`src/rtl/mips_pc_pkg.sv`:
```
// Shared types and constants for the fetch-stage PC sequencer.
// Holds FSM states, next-PC select codes, PC increment and alignment mask.
package mips_pc_pkg;

    typedef enum logic [1:0] {
        BOOT = 2'b00,
        RUN  = 2'b01,
        PEND = 2'b10
    } state_t;

    localparam logic [1:0] PCSEL_SEQ  = 2'b00;
    localparam logic [1:0] PCSEL_BR   = 2'b01;
    localparam logic [1:0] PCSEL_J    = 2'b10;
    localparam logic [1:0] PCSEL_PEND = 2'b11;

    localparam int PC_INC = 4;
    localparam logic [31:0] ALIGN_MASK = 32'hFFFF_FFFC;

endpackage

```
`src/rtl/pc_next_sel.sv`:
```
// Next-PC mux: picks pc+4, branch, jump or latched pending target.
// Ports: pc, branch_target, jump_target, pend_pc, pc_sel in; next_pc out.
module pc_next_sel
    import mips_pc_pkg::*;
#(
    parameter int PC_W = 32
) (
    input  logic [PC_W-1:0] pc,
    input  logic [PC_W-1:0] branch_target,
    input  logic [PC_W-1:0] jump_target,
    input  logic [PC_W-1:0] pend_pc,
    input  logic [1:0]      pc_sel,
    output logic [PC_W-1:0] next_pc
);

    logic [PC_W-1:0] mask;

    assign mask = PC_W'(ALIGN_MASK);

    // pend_pc is already aligned when it was captured through this mux
    always_comb begin
        next_pc = pc + PC_W'(PC_INC);
        unique case (pc_sel)
            PCSEL_BR:   next_pc = branch_target & mask;
            PCSEL_J:    next_pc = jump_target & mask;
            PCSEL_PEND: next_pc = pend_pc;
            default:    next_pc = pc + PC_W'(PC_INC);
        endcase
    end

endmodule

```
`src/rtl/pc_seq_ctrl.sv`:
```
// Fetch-stage sequencer: owns PC, issues fetches, resolves redirects/stalls.
// Ports: clk, rst_n, stall, imem_ready, branch_taken/target, jump/target in;
//        pc, fetch_valid, pc_sel, flush_ifid, redirect_pending out.
// Build option: DELAY_SLOT_EN makes the branch delay slot architectural.
module pc_seq_ctrl
    import mips_pc_pkg::*;
#(
    parameter int              PC_W     = 32,
    parameter logic [PC_W-1:0] RESET_PC = '0
) (
    input  logic            clk,
    input  logic            rst_n,
    input  logic            stall,
    input  logic            imem_ready,
    input  logic            branch_taken,
    input  logic [PC_W-1:0] branch_target,
    input  logic            jump,
    input  logic [PC_W-1:0] jump_target,
    output logic [PC_W-1:0] pc,
    output logic            fetch_valid,
    output logic [1:0]      pc_sel,
    output logic            flush_ifid,
    output logic            redirect_pending
);

    state_t          state;
    state_t          state_nxt;
    logic [PC_W-1:0] pend_pc;
    logic [PC_W-1:0] next_pc;
    logic            pc_load;
    logic            pend_load;
    logic            fv;
    logic            redir;

    pc_next_sel #(
        .PC_W(PC_W)
    ) u_next (
        .pc           (pc),
        .branch_target(branch_target),
        .jump_target  (jump_target),
        .pend_pc      (pend_pc),
        .pc_sel       (pc_sel),
        .next_pc      (next_pc)
    );

    always_ff @(posedge clk or negedge rst_n) begin
        if (!rst_n) begin
            state   <= BOOT;
            pc      <= RESET_PC;
            pend_pc <= '0;
        end else begin
            state <= state_nxt;
            if (pc_load)
                pc <= next_pc;
            if (pend_load)
                pend_pc <= next_pc;
        end
    end

    always_comb begin
        state_nxt  = state;
        fv         = 1'b0;
        flush_ifid = 1'b0;
        pc_sel     = PCSEL_SEQ;
        pc_load    = 1'b0;
        pend_load  = 1'b0;
        redir      = branch_taken | jump;
        unique case (state)
            BOOT: begin
                state_nxt = RUN;
            end
            RUN: begin
                fv = !stall;
                if (redir) begin
                    // branch is from the older instruction: it wins
                    pc_sel = branch_taken ? PCSEL_BR : PCSEL_J;
`ifdef DELAY_SLOT_EN
                    // the fetch at pc is the delay slot; redirect only
                    // once it has been accepted
                    if (fv && imem_ready) begin
                        pc_load = 1'b1;
                    end else begin
                        pend_load = 1'b1;
                        state_nxt = PEND;
                    end
`else
                    // redirect overrides stall: stalled instr is squashed
                    flush_ifid = 1'b1;
                    if (imem_ready) begin
                        pc_load = 1'b1;
                    end else begin
                        pend_load = 1'b1;
                        state_nxt = PEND;
                    end
`endif
                end else if (fv && imem_ready) begin
                    pc_load = 1'b1;
                end
            end
            PEND: begin
                fv = 1'b1;
                // jump here is on the wrong path; only branch can replace
                pc_sel = branch_taken ? PCSEL_BR : PCSEL_PEND;
`ifndef DELAY_SLOT_EN
                flush_ifid = branch_taken;
`endif
                if (imem_ready) begin
                    pc_load   = 1'b1;
                    state_nxt = RUN;
                end else if (branch_taken) begin
                    pend_load = 1'b1;
                end
            end
            default: begin
                state_nxt = BOOT;
            end
        endcase
    end

    assign fetch_valid      = fv;
    assign redirect_pending = (state == PEND);

endmodule

```
`config.mk`:
```
export PLATFORM = sky130hd
export DESIGN_NAME = pc_seq_ctrl
export DESIGN_NICKNAME = d
export VERILOG_FILES = /design/src/rtl/mips_pc_pkg.sv /design/src/rtl/pc_next_sel.sv /design/src/rtl/pc_seq_ctrl.sv
export SDC_FILE = /design/constraint.sdc
export NUM_CORES = 1
export LEC_CHECK = 0
export ABC_AREA = 1
export BUFFER_PORTS_ARGS = -buffer_cell sky130_fd_sc_hd__buf_2
export CAP_MARGIN = 0
export CELL_PAD_IN_SITES_DETAIL_PLACEMENT = 1
export CELL_PAD_IN_SITES_GLOBAL_PLACEMENT = 1
export CORE_ASPECT_RATIO = 0.7
export CORE_MARGIN = 5
export CORE_UTILIZATION = 41
export DETAILED_ROUTE_END_ITERATION = 12
export GPL_ROUTABILITY_DRIVEN = 0
export PLACE_DENSITY = 0.89
export SKIP_LAST_GASP = 1
export SYNTH_ARGS = -nofsm -noshare
export SYNTH_HDL_FRONTEND = slang
export SYNTH_HIERARCHICAL = 1
export SYNTH_SLANG_ARGS = --single-unit
```
`constraint.sdc`:
```
create_clock -name clk -period 3.5 [get_ports clk]
set_input_delay 1.05 -clock clk [delete_from_list [all_inputs] [get_ports clk]]
set_output_delay 1.05 -clock clk [all_outputs]
set_load 0.01 [all_outputs]
```
* Yosys cells after proc, flatten, opt, wreduce, memory -nomap -nowiden
Index checks and enable logic that the tools add are counted.
Word-level totals: register bits 66, bits in latches 0, RAM bits 0, memory bits (read-only) 0, output and inout port bits 37, word-level logic and storage cells 38, memories kept 0
Cells by class: $add $sub $neg 1, multiply operators 0, div/mod/pow operators 0, $lt $le $gt $ge 0, eq/ne operators 8, shifts and indexed selects 0, muxes and demuxes 21, bitwise logic cells 1, reduce and logical (&&, ||, !) cells 4
Operator list (number):
- 32-bit case mux with 3 select lines | 1
- 32-bit by 3-bit adder with 32-bit output (second input constant) | 1
- 2-bit two-way mux | 6
- 1-bit two-way mux | 8
- 1-bit case mux with 2 select lines | 4
- 2-bit == test (second input constant) | 3
- 2-bit inequality test (second input constant) | 3
- 2-bit case mux with 3 select lines | 1
- 2-bit by 1-bit == test with 1-bit output (second input constant) | 2
- 2-bit case mux with 2 select lines | 1
- 3-bit AND reduction | 1
- 2-bit zero test | 1
- 1-bit logical AND | 1
- 1-bit zero test | 1
- 1-bit bitwise OR | 1

* Logic depth before layout (Yosys ltp)
Gate-level depths: netlist (run 1).
word-level depth 5, mapped depth 13

* Modules after synthesis
Netlist (run 1), hierarchy kept.
By module, submodules not included:
- pc_seq_ctrl | instances 1, cells an instance 319, area each 2884.0 um^2, sequential area each 1651.6 um^2
- pc_next_sel | instances 1, cells an instance 338, area each 1675.4 um^2, sequential area each 0.0 um^2

* Worst setup path before layout (run 1)
Ideal clock, no wire load.
path type input to output, start point input jump, end point output pc_sel[1], arrival 1.500 ns, data required time 2.450 ns, slack 0.950 ns, stages 2, path buffers 0, cells stage by stage a21oi_1 -> nor3_1
On the way: cells in the longest elaborated chain, start to end 3
RTL lines:
- start: declaration | RTL line pc_seq_ctrl.sv:17 | input logic jump,
- 1-bit bitwise OR | RTL line pc_seq_ctrl.sv:67 | redir = branch_taken | jump;
- 2-bit two-way mux | RTL line pc_seq_ctrl.sv:74 | if (redir) begin
- 2-bit case mux with 2 select lines | RTL line pc_seq_ctrl.sv:68 | unique case (state)
- end: declaration | RTL line pc_seq_ctrl.sv:21 | output logic [1:0] pc_sel,
No other way between the ends.

* Worst setup path after layout (run 1)
start point register state[0], end point register pend_pc[12]
On the way: cells in the longest elaborated chain, start to end 4, elaborated cells on any way between the ends 8, those cells by class eq/ne: 5; mux: 3
RTL lines:
- start: declaration | RTL line pc_seq_ctrl.sv:26 | state_t state;
- start signal: assignment | RTL line pc_seq_ctrl.sv:52 | state <= state_nxt;
- 2-bit == test / 2-bit by 1-bit == test with 1-bit output (equally long branches) | RTL line pc_seq_ctrl.sv:68
- 2-bit case mux with 2 select lines (*) | RTL line pc_seq_ctrl.sv:68
- 2-bit == test / 2-bit by 1-bit == test with 1-bit output (equally long branches) | RTL line pc_next_sel.sv:23 | unique case (pc_sel)
- 32-bit case mux with 3 select lines (*) | RTL line pc_next_sel.sv:23
- named net next_pc[12] | RTL line pc_seq_ctrl.sv:29 | logic [PC_W-1:0] next_pc;
- end signal: assignment | RTL line pc_seq_ctrl.sv:56 | pend_pc <= next_pc;
- end: declaration | RTL line pc_seq_ctrl.sv:28 | logic [PC_W-1:0] pend_pc;
The timed path passes the listed nets; every way through them passes the cells marked *. A chain may end at the register's enable or synchronous reset.

==> metrics.txt, run 1 <==
status finished, final reports clean; global-route total usage across every layer 26.3%; number of sinks on the clock net 66; Max-Cap Viols 0; number of synthesized flops with an enable pin 0; Post-Synthesis Mean Instance Area between 6 and 7 um2; PD cells around 820 mW/mm2; Worst Min Path Start pend_pc[22]; cell area after layout around 0.0054 mm2; Hold/Removal Path Class flip-flop to flip-flop; cell-by-cell listing of the critical path inv_1, ha_1, inv_2, nor3_1, inv_1, nand2_1, inv_1, a21oi_1, nand2_1, nand3_1, nand2_1; Data arrival, critical path ~3.4 ns; number of antenna violations at the first check in global routing 0; top_reg_cell synth sky130_fd_sc_hd__dfrtp_1; filler cell count in the final layout between 1000 and 1500; delay contributed by the slowest stage of the critical path roughly 0.53 ns; most numerous cell in the Yosys netlist sky130_fd_sc_hd__nand2_1; Total Neg Setup Slack 0 ns; buffers added on ports roughly 100; initial core utilization roughly two fifths; remaining global-route overflow 0; total wirelength of the detailed-routed design between 15000 and 20000 um; post-synth top area share approximately 36%; data required time at the worst endpoint roughly 3.7 ns; total via count in the routed design roughly 4900; maximum vdd drop around 0.63 mV; slew margin rel. ~30%; # hold bufs at CTS 0; final core utilization slightly below 50%; largest net degree at the start of global routing 36; post-placement worst setup slack between 0.2 and 0.25 ns; # DRC 0; via-per-instance ratio 5.47; Worst Path Class, Setup flip-flop to flip-flop; synthesized area between 0.004 and 0.005 mm2; Final HPWL DP 12200 um; clock power share 20.0%; cell taking the most area after synthesis sky130_fd_sc_hd__dfrtp_1; reg-to-reg startpoint state[0]; Die ar. approximately 0.013 mm2; Internal Power ~2.3 mW; slowest stage cell, crit path sky130_fd_sc_hd__nor3_1; post-route minimum period roughly 3.2 ns; Final Max Slew Viols 0; Reg power frac approximately a third; Die Y ~98 um; first-pass GRT wire length about 28000 um; Sw Share about half; worst reg2reg setup slack approximately 0.35 ns; worst reg2reg endpoint pend_pc[12]; Worst Hold Depth 2; Initial DRT Pass Iterations 5; number of nets in the finished design just over 800; slew at the pin with the worst max-slew slack roughly 1.0 ns; final hold vios 0; post-synth net total 734; cts bufs inserted 9; Clock Latency Late Sink approximately 0.34 ns; count of unique library cells instantiated by Yosys 32; Setup crit start kind flip-flop; placed standard-cell area ~0.0051 mm2; number of global-route vias before repair between 5000 and 6000; Clock Skews about 0.011 ns; crit-path max FO 29; unrepaired setup endpoints after global routing no; count of boundary I/O pins between 100 and 150; Resize count post-CTS 0; Static Leakage between 2 and 3 nW; clock tree from TritonCTS built; std cell rows 32; WHS Endpoint pend_pc[22]; fin cells roughly 900; net switching power 2.18 mW; detailed-route wire length per cell approximately 19 um; synthesis-stage register bit count 66; die outline width about 140 um; most frequent cells after synthesis sky130_fd_sc_hd__nand2_1, sky130_fd_sc_hd__nand3_1, sky130_fd_sc_hd__dfrtp_1, sky130_fd_sc_hd__nor2_1, sky130_fd_sc_hd__inv_1; largest buffer count on any clock path 2; Worst-path clk slew about 0.060 ns; synthesized netlist cell count roughly 660; final worst-path setup slack about 0.35 ns; part of the power in combinational logic a little under half; final antenna-violating net count 0; main area contributors after synthesis sky130_fd_sc_hd__dfrtp_1, sky130_fd_sc_hd__nand2_1, sky130_fd_sc_hd__nand3_1; post-CTS setup-driven buffer insertion count 0; Worst R2R Path Depth 11; Ant. Diodes 0; Synth warnings 6; maximum level of the CTS H-tree 3; Inst Count DP between 800 and 900; final setup vio count 0; iteration-0 DRC count of the detailed router 363; Highest Clock Rate between 0.3 and 0.4 GHz; crit share post-route about nine tenths; Clock Root Buffer sky130_fd_sc_hd__clkbuf_16; async set-or-reset flop fraction in the synthesized netlist 100%; Core Footprint 0.0109 mm2; share of post-route cells with drive strength above 1 between 20% and 30%; nature of the critical path endpoint flip-flop; Area growth, synth to finish 18.5%; share of the yosys chip area belonging to registers a little over a third
sequential cells by signal, indices dropped and copies added, names as in the netlist:
register / count
pc: 32
state: 2
pend_pc: 32
how the worst max path moves through the flow:
stage / startpoint / end / slack [ns] / cells past startpoint
floorplan: jump / pc_sel[1] / 0.95 / 2
global placement: branch_taken / pend_pc[12] / 0.36 / 9
detailed placement: branch_taken / pc[12] / 0.21 / 9
CTS: state[0] / pc_sel[1] / 0.37 / 5
global route: state[1] / pc[12] / 0.11 / 11
finish: state[0] / pend_pc[12] / 0.35 / 11
area by class of cell:
cell class | instances | area, um2 | area share, %
Clock buffer | 11 | 233 | 4.31
Clock inverter | 3 | 42.5 | 0.788
Inverter | 31 | 116 | 2.15
Multi-Input combinational cell | 529 | 2580 | 47.7
Sequential cell | 66 | 1650 | 30.6
Tap cell | 153 | 191 | 3.54
Timing Repair Buffer | 109 | 588 | 10.9
power by group through the flow:
stage                     combinational, mW  sequential [mW]  clock [mW]
after CTS                              2.09             1.43       0.892
after global placement                 1.95             1.41           0
after global routing                   2.35             1.48       0.921
after floorplan                        1.47             1.37           0
after detailed placement               2.08             1.43           0
final                                  2.11             1.44       0.886
kinds of logic (layout without fill, tap and decap cells):
family	count (synthesis)	count (layout)	share of synthesized area [%]
and+or+nand+nor	454	454	44.3
AOI/OAI and AO/OA	61	61	8.67
buffers and inverters	62	154	7.33
xor gates and xnor gates	7	7	1.51
adders and majority gates	7	7	1.92
DFF	66	66	36.2
through the flow:
stage          total power [mW]  hold slack [ns]
2_1_floorplan              2.84            0.442
3_3_place_gp               3.37            0.453
3_5_place_dp               3.51            0.464
4_1_cts                    4.42            0.476
5_1_grt                    4.75            0.508
6_report                   4.44            0.470
routing by layer:
| metal | wire (um) | global-route usage (%) | vias up | part of all wire [%] |
|---|---|---|---|---|
| li1 | - | - | 2296 | - |
| met1 | 7820 | 36.3 | 2441 | 46 |
| met2 | 7830 | 41.5 | 168 | 46 |
| met3 | 1110 | 4.99 | 29 | 6.5 |
| met4 | 279 | 8.44 | 0 | 1.6 |
| met5 | 0 | 0 | - | 0 |
worst max-delay path: cells and delay by family (launching register included):
family                   cells  cell delay, ns
adder cells (fa/ha/maj)      1            0.37
AND/OR/NAND/NOR              5            0.95
flip-flops                   1            0.43
AO/OA/AOI/OAI                1            0.47
buffers and inverters        4            0.82
placed cells by master (no fill, tap or decap), types with 3 or more instances in the layout:
cell / count
sky130_fd_sc_hd__xor2_1: 3
sky130_fd_sc_hd__nor2_1: 40
sky130_fd_sc_hd__nand2_2: 8
sky130_fd_sc_hd__nor2_4: 7
sky130_fd_sc_hd__nand3_1: 72
sky130_fd_sc_hd__nand2_1: 290
sky130_fd_sc_hd__nor3_1: 3
sky130_fd_sc_hd__a21oi_1: 25
sky130_fd_sc_hd__nand3b_1: 8
sky130_fd_sc_hd__buf_4: 5
sky130_fd_sc_hd__dfrtp_1: 66
sky130_fd_sc_hd__a22o_1: 21
sky130_fd_sc_hd__inv_1: 29
sky130_fd_sc_hd__ha_1: 7
sky130_fd_sc_hd__nand2_4: 6
sky130_fd_sc_hd__clkbuf_16: 9
sky130_fd_sc_hd__nor2_2: 6
sky130_fd_sc_hd__buf_2: 102
sky130_fd_sc_hd__xnor2_1: 3
sky130_fd_sc_hd__nand4_1: 8
sky130_fd_sc_hd__o21ai_0: 9
No activity file was read; power rests on OpenSTA's default activity.
==> inputs of run 2 (changes only) <==
Settings changed: CELL_PAD_IN_SITES_DETAIL_PLACEMENT 1 to unset, CELL_PAD_IN_SITES_GLOBAL_PLACEMENT 1 to unset, CORE_UTILIZATION 41 to 45, PLACE_DENSITY 0.89 to 0.73, SYNTH_HIERARCHICAL 1 to unset.
==> metrics.txt, run 2 <==
status finished, final reports clean; total chip power 4.49 mW; maximum level of the CTS H-tree 3; register area approximately 0.0017 mm2; most frequent cells after synthesis sky130_fd_sc_hd__nand2_1, sky130_fd_sc_hd__nand3_1, sky130_fd_sc_hd__dfrtp_1, sky130_fd_sc_hd__nor2_1, sky130_fd_sc_hd__inv_1; synthesized netlist cell count slightly above 700; largest registers pc (32), pend_pc (32), state (2); Final HPWL DP 10000 um; number of global-route vias before repair between 4000 and 5000; commonest non-fill, non-tap cell in the layout sky130_fd_sc_hd__nand2_1; post-CTS setup-driven buffer insertion count 0; Worst path most repeated cell sky130_fd_sc_hd__inv_1; Resize count post-CTS 0; top_reg_cell synth sky130_fd_sc_hd__dfrtp_1; Worst R2R Path Depth 8; nature of the critical path endpoint output pin; final hold vios 0; via-per-instance ratio 5.26; Worst Min Path Start pend_pc[24]; share of post-route cells with drive strength above 1 a little under a fifth; Clock Root Buffer sky130_fd_sc_hd__clkbuf_16; synthesis-stage register bit count 66; first-pass GRT wire length ~22000 um; WHS Endpoint pend_pc[24]; Worst Hold Depth 2; async set-or-reset flop fraction in the synthesized netlist 100%; most numerous cell in the Yosys netlist sky130_fd_sc_hd__nand2_1; synthesized area 0.00447 mm2; Core Footprint about 0.0097 mm2; Total Neg Setup Slack 0 ns; Worst-path clk slew ~0.05 ns; number of antenna violations at the first check in global routing 0; number of sinks on the clock net 66; main area contributors after synthesis sky130_fd_sc_hd__dfrtp_1, sky130_fd_sc_hd__nand2_1, sky130_fd_sc_hd__nand3_1; final setup vio count 0; area of combinational cells with multiple inputs roughly 0.0025 mm2; post-route minimum period 3.01 ns; final core utilization 55.5%; clock tree from TritonCTS built; Highest Clock Rate between 0.3 and 0.4 GHz; maximum vdd drop ~0.37 mV; tightest hold margin 0.477 ns; iteration-0 DRC count of the detailed router ~360; Worst Path Class, Setup flip-flop to output pin; detailed-route wire length per cell between 10 and 15 um; Static Leakage 2.81 nW; filler cell count in the final layout 981; number of nets in the finished design around 880; count of unique library cells instantiated by Yosys 30; std cell rows 30; Final Max Slew Viols 0; Setup crit start kind flip-flop; Data arrival, critical path approximately 2.0 ns; Hold/Removal Path Class flip-flop to flip-flop; remaining global-route overflow 0; data required time at the worst endpoint around 2.5 ns; slew margin rel. roughly 36%; post-synth net total 782; delay contributed by the slowest stage of the critical path about 0.65 ns; PD cells approximately 830 mW/mm2; cell taking the most area after synthesis sky130_fd_sc_hd__dfrtp_1; # hold bufs at CTS 0; slew at the pin with the worst max-slew slack roughly 0.95 ns; count of boundary I/O pins ~110; share of the yosys chip area belonging to registers 36.9%; number of synthesized flops with an enable pin 0; unrepaired setup endpoints after global routing no; crit share post-route a little under nine tenths; reg-to-reg startpoint state[0]; Max-Cap Viols 0; post-synth top area share between 30% and 40%; final antenna-violating net count 0; Die ar. approximately 0.012 mm2; total wirelength of the detailed-routed design 13400 um; buffers added on ports roughly 100; Area growth, synth to finish 20.3%; Clock Latency Late Sink roughly 0.34 ns; global-route total usage across every layer a little under a quarter; total via count in the routed design roughly 4900; worst reg2reg endpoint pend_pc[8]; Post-Synthesis Mean Instance Area about 6.3 um2; largest buffer count on any clock path 2; cell-by-cell listing of the critical path inv_1, ha_1, nand2_2, inv_1, buf_2; Synth warnings 0; cts bufs inserted 9; # DRC 0; slowest stage cell, crit path sky130_fd_sc_hd__ha_1; die outline width roughly 130 um; post-placement worst setup slack roughly 0.55 ns; largest net degree at the start of global routing 42; Clock Skews between 0.004 and 0.005 ns; most frequent cells in the layout sky130_fd_sc_hd__nand2_1, sky130_fd_sc_hd__buf_2, sky130_fd_sc_hd__nand3_1; final worst-path setup slack 0.488 ns; Ant. Diodes 0; Initial DRT Pass Iterations 6; initial core utilization a little under half; Die Y roughly 93 um; crit-path max FO 15; worst reg2reg setup slack approximately 0.75 ns
run 2: cell count changes after synthesis, sizes merged, moves of 4 or more:
| cell | previous run | this run |
|---|---|---|
| a22o | 21 | 0 |
| a21oi | 25 | 2 |
| nand4 | 8 | 31 |
| inv | 31 | 40 |
| nor2 | 55 | 50 |
| o21ai | 11 | 15 |
| nand2 | 304 | 376 |
| nand3b | 8 | 3 |
run 2: critical path: cells and delay by family (launching register included):
kind                       cells  cell delay, ns
adders and majority gates      1            0.65
and+or+nand+nor                1            0.17
buffers and inverters          3            0.38
DFF                            1            0.42
run 2: kinds of logic after synthesis:
family,Yosys count,share of synthesized area [%]
flip-flops,66,36.9
adder cells (fa/ha/maj),6,1.68
buffers and inverters,68,6.88
XOR/XNOR,8,1.57
AO/OA/AOI/OAI,19,2.32
AND/OR/NAND/NOR,539,50.6
run 2: final cells by class:
| type | instances | area share [%] |
|---|---|---|
| multi-input combinational | 572 | 46.8 |
| timing repair buffer | 113 | 11.0 |
| tap | 128 | 2.98 |
| clock buffer | 11 | 4.70 |
| inverter | 40 | 2.79 |
| clock inverter | 5 | 0.977 |
| sequential | 66 | 30.7 |
run 2: report_power, final:
group	total, mW	switching [mW]	internal [mW]
Clock	0.917	0.332	0.586
Sequential	1.45	0.380	1.07
Combinational	2.12	1.42	0.700
Total	4.49	2.13	2.36
run 2: worst max path at each step:
stage	from	endpoint	slack [ns]
after CTS	state[0]	pc_sel[0]	0.49
after global routing	state[0]	pc_sel[0]	0.37
after detailed placement	branch_taken	pc_sel[1]	0.55
after floorplan	branch_taken	pc_sel[1]	0.99
after global placement	branch_taken	pc_sel[1]	0.57
final	state[0]	pc_sel[0]	0.49
run 2: stage by stage:
stage,area [um2],std cells
after CTS,5380,935
after detailed placement,5070,919
after global placement,5070,919
final,5380,935
after global routing,5380,935
after floorplan,4470,706
run 2: routing by layer:
metal | GRT usage, % | up-vias | part of all wire (%) | routed length [um]
met5 | 0 | - | 0 | 0
met4 | 3.67 | 0 | 0.38 | 51
met3 | 6.68 | 7 | 7.5 | 1010
met2 | 36.2 | 152 | 45 | 5990
met1 | 32.0 | 2320 | 47 | 6360
li1 | - | 2439 | - | -
